[config.mk]
export PLATFORM = sky130hd
export DESIGN_NAME = clct_drift_latch_cclut_flat
export DESIGN_NICKNAME = d
export VERILOG_FILES = /design/src/rtl/clct_drift_latch_cclut_pkg.sv /design/src/rtl/clct_drift_latch_cclut_if.sv /design/src/rtl/clct_drift_latch_cclut_cand_compare.sv /design/src/rtl/clct_drift_latch_cclut.sv /design/src/flat_wrapper.sv
export SDC_FILE = /design/constraint.sdc
export NUM_CORES = 1
export LEC_CHECK = 0
export BUFFER_PORTS_ARGS = -buffer_cell sky130_fd_sc_hd__clkbuf_2
export CAP_MARGIN = 10
export CORE_ASPECT_RATIO = 1.2
export CORE_UTILIZATION = 45
export CTS_BUF_LIST = sky130_fd_sc_hd__clkbuf_2
export DETAILED_ROUTE_END_ITERATION = 12
export HOLD_SLACK_MARGIN = 0.06
export PLACE_DENSITY = 0.68
export SYNTH_ARGS = -nofsm -noshare
export SYNTH_HDL_FRONTEND = slang
export SYNTH_SLANG_ARGS = --single-unit
[constraint.sdc]
create_clock -name clock -period 4.17 [get_ports clock]
set_input_delay 0.417 -clock clock [delete_from_list [all_inputs] [get_ports clock]]
set_output_delay 0.417 -clock clock [all_outputs]
set_load 0.01 [all_outputs]
[src/rtl/clct_drift_latch_cclut_pkg.sv]
// Shared definitions for the ccLUT drift latch.
// Contents:
//   - widths: MXPATB, MXKEYBX, MXPATC, MXDRIFT, MXDEAD, MXCNT
//   - pattern field offsets: NHITS_MSB/LSB, PID_MSB/LSB
//   - state_t: IDLE=0, DRIFT=1, DEAD=2
//   - cand_t: one candidate {pat, key, carry}
package clct_drift_latch_cclut_pkg;

  localparam int MXPATB  = 6;
  localparam int MXKEYBX = 8;
  localparam int MXPATC  = 11;
  localparam int MXDRIFT = 2;
  localparam int MXDEAD  = 4;
  localparam int MXCNT   = 16;

  localparam int NHITS_MSB = 5;
  localparam int NHITS_LSB = 3;
  localparam int PID_MSB   = 2;
  localparam int PID_LSB   = 0;

  // One down-counter serves both the drift and the dead windows.
  localparam int CNTW = (MXDEAD > MXDRIFT) ? MXDEAD : MXDRIFT;

  typedef enum logic [1:0] {
    IDLE  = 2'd0,
    DRIFT = 2'd1,
    DEAD  = 2'd2
  } state_t;

  typedef struct packed {
    logic [MXPATB-1:0]  pat;
    logic [MXKEYBX-1:0] key;
    logic [MXPATC-1:0]  carry;
  } cand_t;

endpackage

[src/rtl/clct_drift_latch_cclut_if.sv]
// Candidate-in / CLCT-out bus of the drift latch.
// Signals:
//   in_vld, best_pat, best_key, best_carry : selector output into the latch
//   clct_vld, clct_pat, clct_key, clct_carry : latched CLCT out of the latch
// Handshake: there is no ready. in_vld qualifies best_* for the single clock
// it is high. clct_vld is a one-clock strobe with no backpressure; clct_*
// stay stable until the next strobe.
// Modports: master = selector/bench side, slave = latch side.
interface clct_drift_latch_cclut_if;
  import clct_drift_latch_cclut_pkg::*;

  logic               in_vld;
  logic [MXPATB-1:0]  best_pat;
  logic [MXKEYBX-1:0] best_key;
  logic [MXPATC-1:0]  best_carry;

  logic               clct_vld;
  logic [MXPATB-1:0]  clct_pat;
  logic [MXKEYBX-1:0] clct_key;
  logic [MXPATC-1:0]  clct_carry;

  modport master (
    output in_vld, best_pat, best_key, best_carry,
    input  clct_vld, clct_pat, clct_key, clct_carry
  );

  modport slave (
    input  in_vld, best_pat, best_key, best_carry,
    output clct_vld, clct_pat, clct_key, clct_carry
  );

endinterface

[src/rtl/clct_drift_latch_cclut_cand_compare.sv]
// Combinational better(held, input) for ccLUT candidates.
// Ports:
//   held_i     : currently held candidate
//   cand_i     : new candidate
//   cand_vld_i : new candidate present
//   best_o     : winner
// The sort key is pat[5:1]; the bend-direction lsb does not rank. The new
// candidate wins only on a strictly greater key, so the earlier one keeps
// ties. Also intended for the later two-CLCT logic.
module clct_drift_latch_cclut_cand_compare
  import clct_drift_latch_cclut_pkg::*;
(
  input  cand_t held_i,
  input  cand_t cand_i,
  input  logic  cand_vld_i,
  output cand_t best_o
);

  logic cand_better;

  assign cand_better = cand_vld_i &&
    (cand_i.pat[NHITS_MSB:PID_LSB+1] > held_i.pat[NHITS_MSB:PID_LSB+1]);

  assign best_o = cand_better ? cand_i : held_i;

endmodule

[src/rtl/clct_drift_latch_cclut.sv]
// Drift latch behind the ccLUT best-1-of-5 selector.
// Pre-triggers on a candidate passing the hit/pid thresholds, keeps the best
// candidate over drift_delay further clocks, emits one CLCT, then ignores
// input for dead_time clocks.
// Ports:
//   clock, reset_n          : clock, synchronous active-low reset
//   bus (slave)             : candidate in, latched CLCT out
//   hit_thresh, pid_thresh  : pre-trigger thresholds
//   drift_delay, dead_time  : window lengths, sampled when the counter loads
//   cnt_clr                 : clears clct_cnt, wins over a coincident emit
//   pretrig, busy, clct_cnt : status outputs (all registered)
//   state_dbg               : current FSM state
module clct_drift_latch_cclut
  import clct_drift_latch_cclut_pkg::*;
(
  input  logic               clock,
  input  logic               reset_n,
  clct_drift_latch_cclut_if.slave bus,
  input  logic [2:0]         hit_thresh,
  input  logic [2:0]         pid_thresh,
  input  logic [MXDRIFT-1:0] drift_delay,
  input  logic [MXDEAD-1:0]  dead_time,
  input  logic               cnt_clr,
  output logic               pretrig,
  output logic               busy,
  output logic [MXCNT-1:0]   clct_cnt,
  output state_t             state_dbg
);

  state_t            state_q, state_d;
  logic [CNTW-1:0]   cnt_q, cnt_d;
  cand_t             held_q, held_d;
  cand_t             clct_q, clct_d;
  logic              pretrig_q, pretrig_d;
  logic              clct_vld_q, clct_vld_d;
  logic              busy_q, busy_d;
  logic [MXCNT-1:0]  clct_cnt_q, clct_cnt_d;

  cand_t in_cand;
  cand_t merged;
  cand_t emit_cand;
  logic  emit;
  logic  qualify;

  assign in_cand = {bus.best_pat, bus.best_key, bus.best_carry};

  assign qualify = bus.in_vld &&
                   (bus.best_pat[NHITS_MSB:NHITS_LSB] >= hit_thresh) &&
                   (bus.best_pat[PID_MSB:PID_LSB] >= pid_thresh);

  clct_drift_latch_cclut_cand_compare u_cmp (
    .held_i     (held_q),
    .cand_i     (in_cand),
    .cand_vld_i (bus.in_vld),
    .best_o     (merged)
  );

  always_comb begin
    state_d   = state_q;
    cnt_d     = cnt_q;
    held_d    = held_q;
    pretrig_d = 1'b0;
    emit      = 1'b0;
    emit_cand = held_q;

    case (state_q)
      IDLE: begin
        if (qualify) begin
          pretrig_d = 1'b1;
          held_d    = in_cand;
          if (drift_delay == '0) begin
            emit      = 1'b1;
            emit_cand = in_cand;
          end else begin
            cnt_d   = CNTW'(drift_delay);
            state_d = DRIFT;
          end
        end
      end
      DRIFT: begin
        // Thresholds gate only the first candidate; in-window ones just rank.
        held_d = merged;
        if (cnt_q == CNTW'(1)) begin
          emit      = 1'b1;
          emit_cand = merged;
        end else begin
          cnt_d = cnt_q - CNTW'(1);
        end
      end
      DEAD: begin
        if (cnt_q == CNTW'(1)) state_d = IDLE;
        else                   cnt_d   = cnt_q - CNTW'(1);
      end
      default: state_d = IDLE;
    endcase

    // Every emit path ends the window the same way.
    if (emit) begin
      if (dead_time == '0) begin
        state_d = IDLE;
      end else begin
        state_d = DEAD;
        cnt_d   = CNTW'(dead_time);
      end
    end

    clct_vld_d = emit;
    clct_d     = emit ? emit_cand : clct_q;
    busy_d     = (state_d != IDLE);

    if (cnt_clr)                       clct_cnt_d = '0;
    else if (emit && (clct_cnt_q != '1)) clct_cnt_d = clct_cnt_q + MXCNT'(1);
    else                               clct_cnt_d = clct_cnt_q;
  end

  always_ff @(posedge clock) begin
    if (!reset_n) begin
      state_q    <= IDLE;
      cnt_q      <= '0;
      held_q     <= '0;
      clct_q     <= '0;
      pretrig_q  <= 1'b0;
      clct_vld_q <= 1'b0;
      busy_q     <= 1'b0;
      clct_cnt_q <= '0;
    end else begin
      state_q    <= state_d;
      cnt_q      <= cnt_d;
      held_q     <= held_d;
      clct_q     <= clct_d;
      pretrig_q  <= pretrig_d;
      clct_vld_q <= clct_vld_d;
      busy_q     <= busy_d;
      clct_cnt_q <= clct_cnt_d;
    end
  end

  assign bus.clct_vld   = clct_vld_q;
  assign bus.clct_pat   = clct_q.pat;
  assign bus.clct_key   = clct_q.key;
  assign bus.clct_carry = clct_q.carry;
  assign pretrig        = pretrig_q;
  assign busy           = busy_q;
  assign clct_cnt       = clct_cnt_q;
  assign state_dbg      = state_q;

endmodule

[src/flat_wrapper.sv]
// flat-port wrapper written by rule: the top's interface ports become plain ports
module clct_drift_latch_cclut_flat import clct_drift_latch_cclut_pkg::*;
  (clock, reset_n, hit_thresh, pid_thresh, drift_delay, dead_time, cnt_clr, pretrig, busy, clct_cnt, state_dbg, bus_in_vld, bus_best_pat, bus_best_key, bus_best_carry, bus_clct_vld, bus_clct_pat, bus_clct_key, bus_clct_carry);
  clct_drift_latch_cclut_if bus_i ();
  input  logic clock;
  input  logic reset_n;
  input  logic [2:0] hit_thresh;
  input  logic [2:0] pid_thresh;
  input  logic [MXDRIFT-1:0] drift_delay;
  input  logic [MXDEAD-1:0] dead_time;
  input  logic cnt_clr;
  output logic pretrig;
  output logic busy;
  output logic [MXCNT-1:0] clct_cnt;
  output state_t state_dbg;
  input wire logic [$bits(bus_i.in_vld)-1:0] bus_in_vld;
  input wire logic [$bits(bus_i.best_pat)-1:0] bus_best_pat;
  input wire logic [$bits(bus_i.best_key)-1:0] bus_best_key;
  input wire logic [$bits(bus_i.best_carry)-1:0] bus_best_carry;
  output wire logic [$bits(bus_i.clct_vld)-1:0] bus_clct_vld;
  output wire logic [$bits(bus_i.clct_pat)-1:0] bus_clct_pat;
  output wire logic [$bits(bus_i.clct_key)-1:0] bus_clct_key;
  output wire logic [$bits(bus_i.clct_carry)-1:0] bus_clct_carry;
  assign bus_i.in_vld = bus_in_vld;
  assign bus_i.best_pat = bus_best_pat;
  assign bus_i.best_key = bus_best_key;
  assign bus_i.best_carry = bus_best_carry;
  assign bus_clct_vld = bus_i.clct_vld;
  assign bus_clct_pat = bus_i.clct_pat;
  assign bus_clct_key = bus_i.clct_key;
  assign bus_clct_carry = bus_i.clct_carry;
  clct_drift_latch_cclut u_core (.clock(clock), .reset_n(reset_n), .bus(bus_i), .hit_thresh(hit_thresh), .pid_thresh(pid_thresh), .drift_delay(drift_delay), .dead_time(dead_time), .cnt_clr(cnt_clr), .pretrig(pretrig), .busy(busy), .clct_cnt(clct_cnt), .state_dbg(state_dbg));
endmodule
---- Word-level counts from Yosys, hierarchy flattened ----
Index checks and enable logic that the tools add are counted.
word-level totals
  input port bits ......................... 41
  word-level logic and storage cells ...... 60
  output and inout port bits .............. 46
  register bits ........................... 75
operators by class
  multiplexer cells ....................... 24
  eq/ne operators ......................... 5
  add/sub/neg operators ................... 2
  bitwise gates (word level) .............. 1
  reduce and logical (&&, ||, !) cells .... 13
  $lt $le $gt $ge ......................... 3
operators with widths
  cell                   count
  $mux 25                5
  $pmux 25 s2            2
  $mux 4                 5
  $add 16x1->16 const B  1
  $ne 16x16->1 const B   1
  $mux 2                 5
  $pmux 4 s2             1
  $ge 3x3->1             2
  $pmux 2 s3             1
  $gt 5x5->1             1
  $eq 4x1->1 const B     1
  $logic_and 1x1->1      4
  $logic_not 2->1        2
  $logic_not 4->1        1
  $mux 1                 4
  $reduce_and 2->1       2
  $reduce_bool 2->1      2
  $reduce_or 2->1        2
  $sub 4x1->4 const B    1
  $eq 2x1->1 const B     1
  $eq 2x2->1 const B     1
  $ne 2x1->1 const B     1
  $pmux 1 s2             1
  $not 1->1              1

---- Longest topological paths before layout ----
  depth in word-level cells ............... 7
  depth in mapped cells ................... 9
  gate-level depth less buffers ........... 8

---- Cells and area by module ----
From an unflattened synthesis, not the netlist that was laid out.
second synthesis, totals
  cells, all modules ...................... 464
  area, all modules ....................... 4276.6 um^2
by module, submodules not included
  module                               cells each  times used  sequential area each (um^2)  area an instance (um^2)
  clct_drift_latch_cclut               419         1           1501.4                       3768.6
  clct_drift_latch_cclut_cand_compare  45          1           0.0                          508.0

---- Worst setup path after synthesis ----
Ideal clock, no wire load.
  kind .................................... input to register
  start point ............................. in hit_thresh[2]
  end point ............................... reg u_core.clct_cnt_q[11], in the netlist u_core.clct_cnt[11]
  slack ................................... 1803 ps
  setup time .............................. 70 ps
  data arrival time ....................... 2296 ps
  path buffers ............................ 1
  cell stages on the path ................. 9
  required time ........................... 4100 ps
  path through ............................ inv_1 > ha_1 > nand2_1 > o21a_1 > nor4_4 > a21oi_2 > buf_2 > or4_1 > a21oi_1
between the ends
  cells in the longest elaborated chain, start to end .. 6
ends and longest elaborated chain
  element                 line                           source
  start: declaration      flat_wrapper.sv:7              input logic [2:0] hit_thresh;
  $ge 3x3->1              clct_drift_latch_cclut.sv:48   (bus.best_pat[NHITS_MSB:NHITS_LSB] >= hit_thresh) &&
  $logic_and 1x1->1       clct_drift_latch_cclut.sv:47   assign qualify = bus.in_vld &&
  $logic_and 1x1->1       clct_drift_latch_cclut.sv:48
  $mux 1                  clct_drift_latch_cclut.sv:68   if (qualify) begin
  $pmux 1 s2              clct_drift_latch_cclut.sv:66   case (state_q)
  $logic_and 1x1->1       clct_drift_latch_cclut.sv:112  else if (emit && (clct_cnt_q != '1)) clct_cnt_d = clct_cnt_q + MXCNT'(1);
  end signal: assignment  clct_drift_latch_cclut.sv:134  clct_cnt_q <= clct_cnt_d;
  end: declaration        clct_drift_latch_cclut.sv:37   logic [MXCNT-1:0] clct_cnt_q, clct_cnt_d;
No other way between the ends.
A chain may end at the register's enable or synchronous reset.

---- Worst setup path in the final report ----
  start point ............................. reg u_core.state_q[0], in the netlist u_core.state_dbg[0]
  end point ............................... reg u_core.held_q[19] (netlist name)
between the ends
  cells in the longest elaborated chain, start to end .. 3
  elaborated cells between the ends (all ways) .. 6
  those cells by class .................... eq/ne (2); mux (1); reduce/logical (3)
ends and longest elaborated chain
  element                                                                  line                           source
  start: declaration                                                       clct_drift_latch_cclut.sv:30   state_t state_q, state_d;
  start signal: assignment                                                 clct_drift_latch_cclut.sv:127  state_q <= state_d;
  $logic_not 2->1 / $eq 2x1->1 (equally long branches)                     clct_drift_latch_cclut.sv:66
  $ne 2x1->1 (no source line) / $reduce_bool 2->1 (equally long branches)  n/a
  $reduce_and 2->1 (no source line)                                        n/a
  end signal: assignment                                                   clct_drift_latch_cclut.sv:129  held_q <= held_d;
  end: declaration                                                         clct_drift_latch_cclut.sv:32   cand_t held_q, held_d;
Several ways; a longest one is shown, not always the timed one.

==> flow_metrics.tcl <==
set metrics [dict create \
    critical_path.cell_chain "inv_1 -> ha_2 -> inv_1 -> a31oi_1 -> a211oi_4 -> buf_4 -> nand3_1 -> o21ai_0" \
    port_buffers 86 \
    hold_path_class "in2reg" \
    crit_top_cell "inv_1" \
    max_stage_delay_ns 0.62 \
    min_period_ns 2.94 \
    seq_area_frac_synth_pct 35.4 \
    setup_ws_ns 1.23 \
    track_usage_pct 23.7 \
    clkPwrFrac_pct 22.3 \
    core_area_mm2 0.00908 \
    slowest_stage "a211oi_4" \
    finalWirelength_mm 11.3 \
    clock_latency_ns 0.55 \
    setup-tns-final_ns 0 \
    cts_buffers 9 \
    via_count 4399 \
    dp_slack_ns 0.961 \
    syn_inst 562 \
    gp_congestion 0.799 \
    antenna_found_initial 0 \
    avgSynthCellArea_um2 7.54 \
    ys.flop_type "dfxtp_1" \
    clk_pin_slew_ns 0.21 \
    worstPathRequired_ns 4.64 \
    setup_viol 0 \
    cts_buffer_depth 2 \
    synth_cell_types 45 \
    htree_levels 3 \
    ir_drop_v 0.000204 \
    rsz0062_at_grt "no" \
    drc_errors 0 \
    seq_power_share_pct 43.3 \
    total_power_uw 2080 \
    synth_area_mm2 0.00424 \
    power_leakage_uw 0.00187 \
    wl_per_cell_um 15.1 \
    syn_nets 622 \
    dr.pass1.iters 5 \
    path_buf_inv 3 \
    pwr-share-comb_pct 34.3 \
    p_sw_share_pct 38.8 \
    synth_seq_cells 75 \
    cp_max_fo 54 \
    grt_max_degree 82 \
    fp.dieH_um 108 \
    cp_top_family "buffers and inverters" \
    crit_type "reg2reg" \
    dieArea_mm2 0.00981 \
    run_status "complete, no violations" \
    worst_pin_slew_ns 1.03 \
    viasPerCell 5.86 \
    final-hold-violation-count 0 \
    internal-power_uw 1270 \
    grt-ovfl-total 0 \
    synth-edff-count 0 \
    relSlewSlack_pct 31.4 \
    startpoint_type "flip-flop" \
    max_clock_freq_ghz 0.340 \
    max_cap_viol_count 0 \
    hpwl_mm 7.55 \
    syn_to_final_growth_pct 16.1 \
    drive_gt1_share_pct 18.7 \
    ant_nets 0 \
    io_pins 87 \
    grt_pass1_vias 3994 \
    power_density_mw_per_mm2 423 \
    cp-end-kind "flip-flop" \
    yosysWarnings 0 \
    drv_slew 0 \
    grt_pass1_wl_mm 18.9 \
    skew_ns 0.0227 \
    tritoncts "yes" \
    die_w_um 90.6 \
    root_buffer "clkbuf_2" \
    synth-async-reset-ratio_pct 0 \
    p_sw_uw 808 \
    drtIter0Drc 294 \
    n_antenna_cell 0 \
    fin_nets 686 \
    num_rows 38 \
    start_util_pct 46.7 \
    period_share_pct 70.6 \
    cts.sinks 75 \
    arrival_ns 3.42 \
]
synthesized netlist by cell type, drive strengths merged, types with 2 or more instances:
master   instances  area share (%)
or4              7             1.2
nand3b           5            0.89
a211o            2            0.41
o31ai            5            0.89
nor3             5            0.59
a21o             2            0.35
o21a             5            0.89
a211oi           4            0.71
a21oi           23             2.8
o21bai           2            0.35
nor2b            4            0.59
or3              9             1.3
mux2i            2            0.47
nand2           69             6.1
buf              5            0.50
clkbuf          43             3.8
ha              19             5.6
inv             19             1.7
a32o             4            0.95
o211a            2            0.47
and4             2            0.41
nand4b           2            0.41
nand3           76             9.0
and3             3            0.44
and2             5            0.74
nor4             5             1.1
o221a            2            0.53
nor2            26             2.3
dfxtp           75              35
nand2b           3            0.44
a31oi           24             3.5
o2bb2ai          3            0.62
a41oi           22             4.5
o21ai           70             8.3
logic make-up (layout without fill, tap and decap cells):
group | count (synthesis) | count (layout) | synth area share, %
xor+xnor | 1 | 1 | 0.207
compound gates | 175 | 175 | 26.4
flops | 75 | 75 | 35.4
simple gates | 223 | 223 | 25.9
fa+ha+maj | 19 | 19 | 5.61
mux | 2 | 2 | 0.473
buf+inv | 67 | 136 | 6.00
power groups by stage:
stage               logic [µW]  clock network [µW]  registers, µW
floorplan                  491                   0            913
global placement           687                   0            910
detailed placement         704                   0            914
CTS                        711                 484            899
global route               795                 512            916
finish                     714                 465            901
what timing repair did:
item | in CTS | in global routing
endpoints found under the hold margin | 5 | 1
setup buffers | 0 | 0
setup endpoints to repair | 0 | 0
hold buffers | 5 | 1
resized for setup | 0 | 0
state kept, by name, indices dropped and copies added (netlist names):
signal	flops
u_core.pretrig	1
u_core.held_q	25
u_core.cnt_q	4
u_core.clct_cnt	16
u_core.busy	1
u_core.bus.clct_pat	6
u_core.bus.clct_vld	1
u_core.state_dbg	2
u_core.bus.clct_carry	11
u_core.bus.clct_key	8
cell usage in the layout, fill, tap and decap left out, types with 19 or more instances in the layout:
master	Yosys	layout
nand2_1	69	69
a21oi_1	22	22
clkbuf_2	0	95
dfxtp_1	75	75
nand3_1	76	76
nor2_1	26	26
o21ai_0	70	70
a41oi_1	22	22
a31oi_1	24	24
inv_1	19	19
layout make-up:
class	count	area (µm²)
fill	905	4160
multi-input combinational	420	2500
sequential	75	1500
timing repair buffer	101	558
tap	120	150
clock inverter	7	92.6
inverter	19	71.3
clock buffer	9	45.0
path summary, 6_finish.rpt:
kind	start	to	slack, ns	cells past startpoint
setup / recovery	u_core.state_dbg[0]	u_core.held_q[19]	1.23	8
hold / removal	bus_best_carry[9]	u_core.held_q[9]	0.11	3
setup reg to reg	u_core.state_dbg[0]	u_core.held_q[19]	1.23	8
hold reg to reg	u_core.held_q[18]	u_core.held_q[18]	0.49	2
tightest hold or removal path, delay by kind of cell:
family / cells / cell delay (ns)
AOI/OAI and AO/OA: 1 / 0.06
and+or+nand+nor: 1 / 0.06
buffers and inverters: 1 / 0.10
layer usage:
layer  vias to the layer above  wire [µm]  GRT usage [%]
met5                         -          0              0
met4                         0        138           8.99
met2                       122       5560           39.7
li1                       2196          -              -
met3                        12        641           5.27
met1                      2069       5000           29.8
metrics by stage:
stage                     instance area (µm²)  std cells  hold WS [ns]  util (%)
after detailed placement                 4720        729         0.465      52.0
after CTS                                4910        750        0.0612      54.0
after floorplan                          4240        562         0.446         -
after global routing                     4920        751        0.0631      54.1
final                                    4920        751         0.110      54.1
after global placement                   4720        729         0.456      52.0
Power figures use the tool's default switching activity.
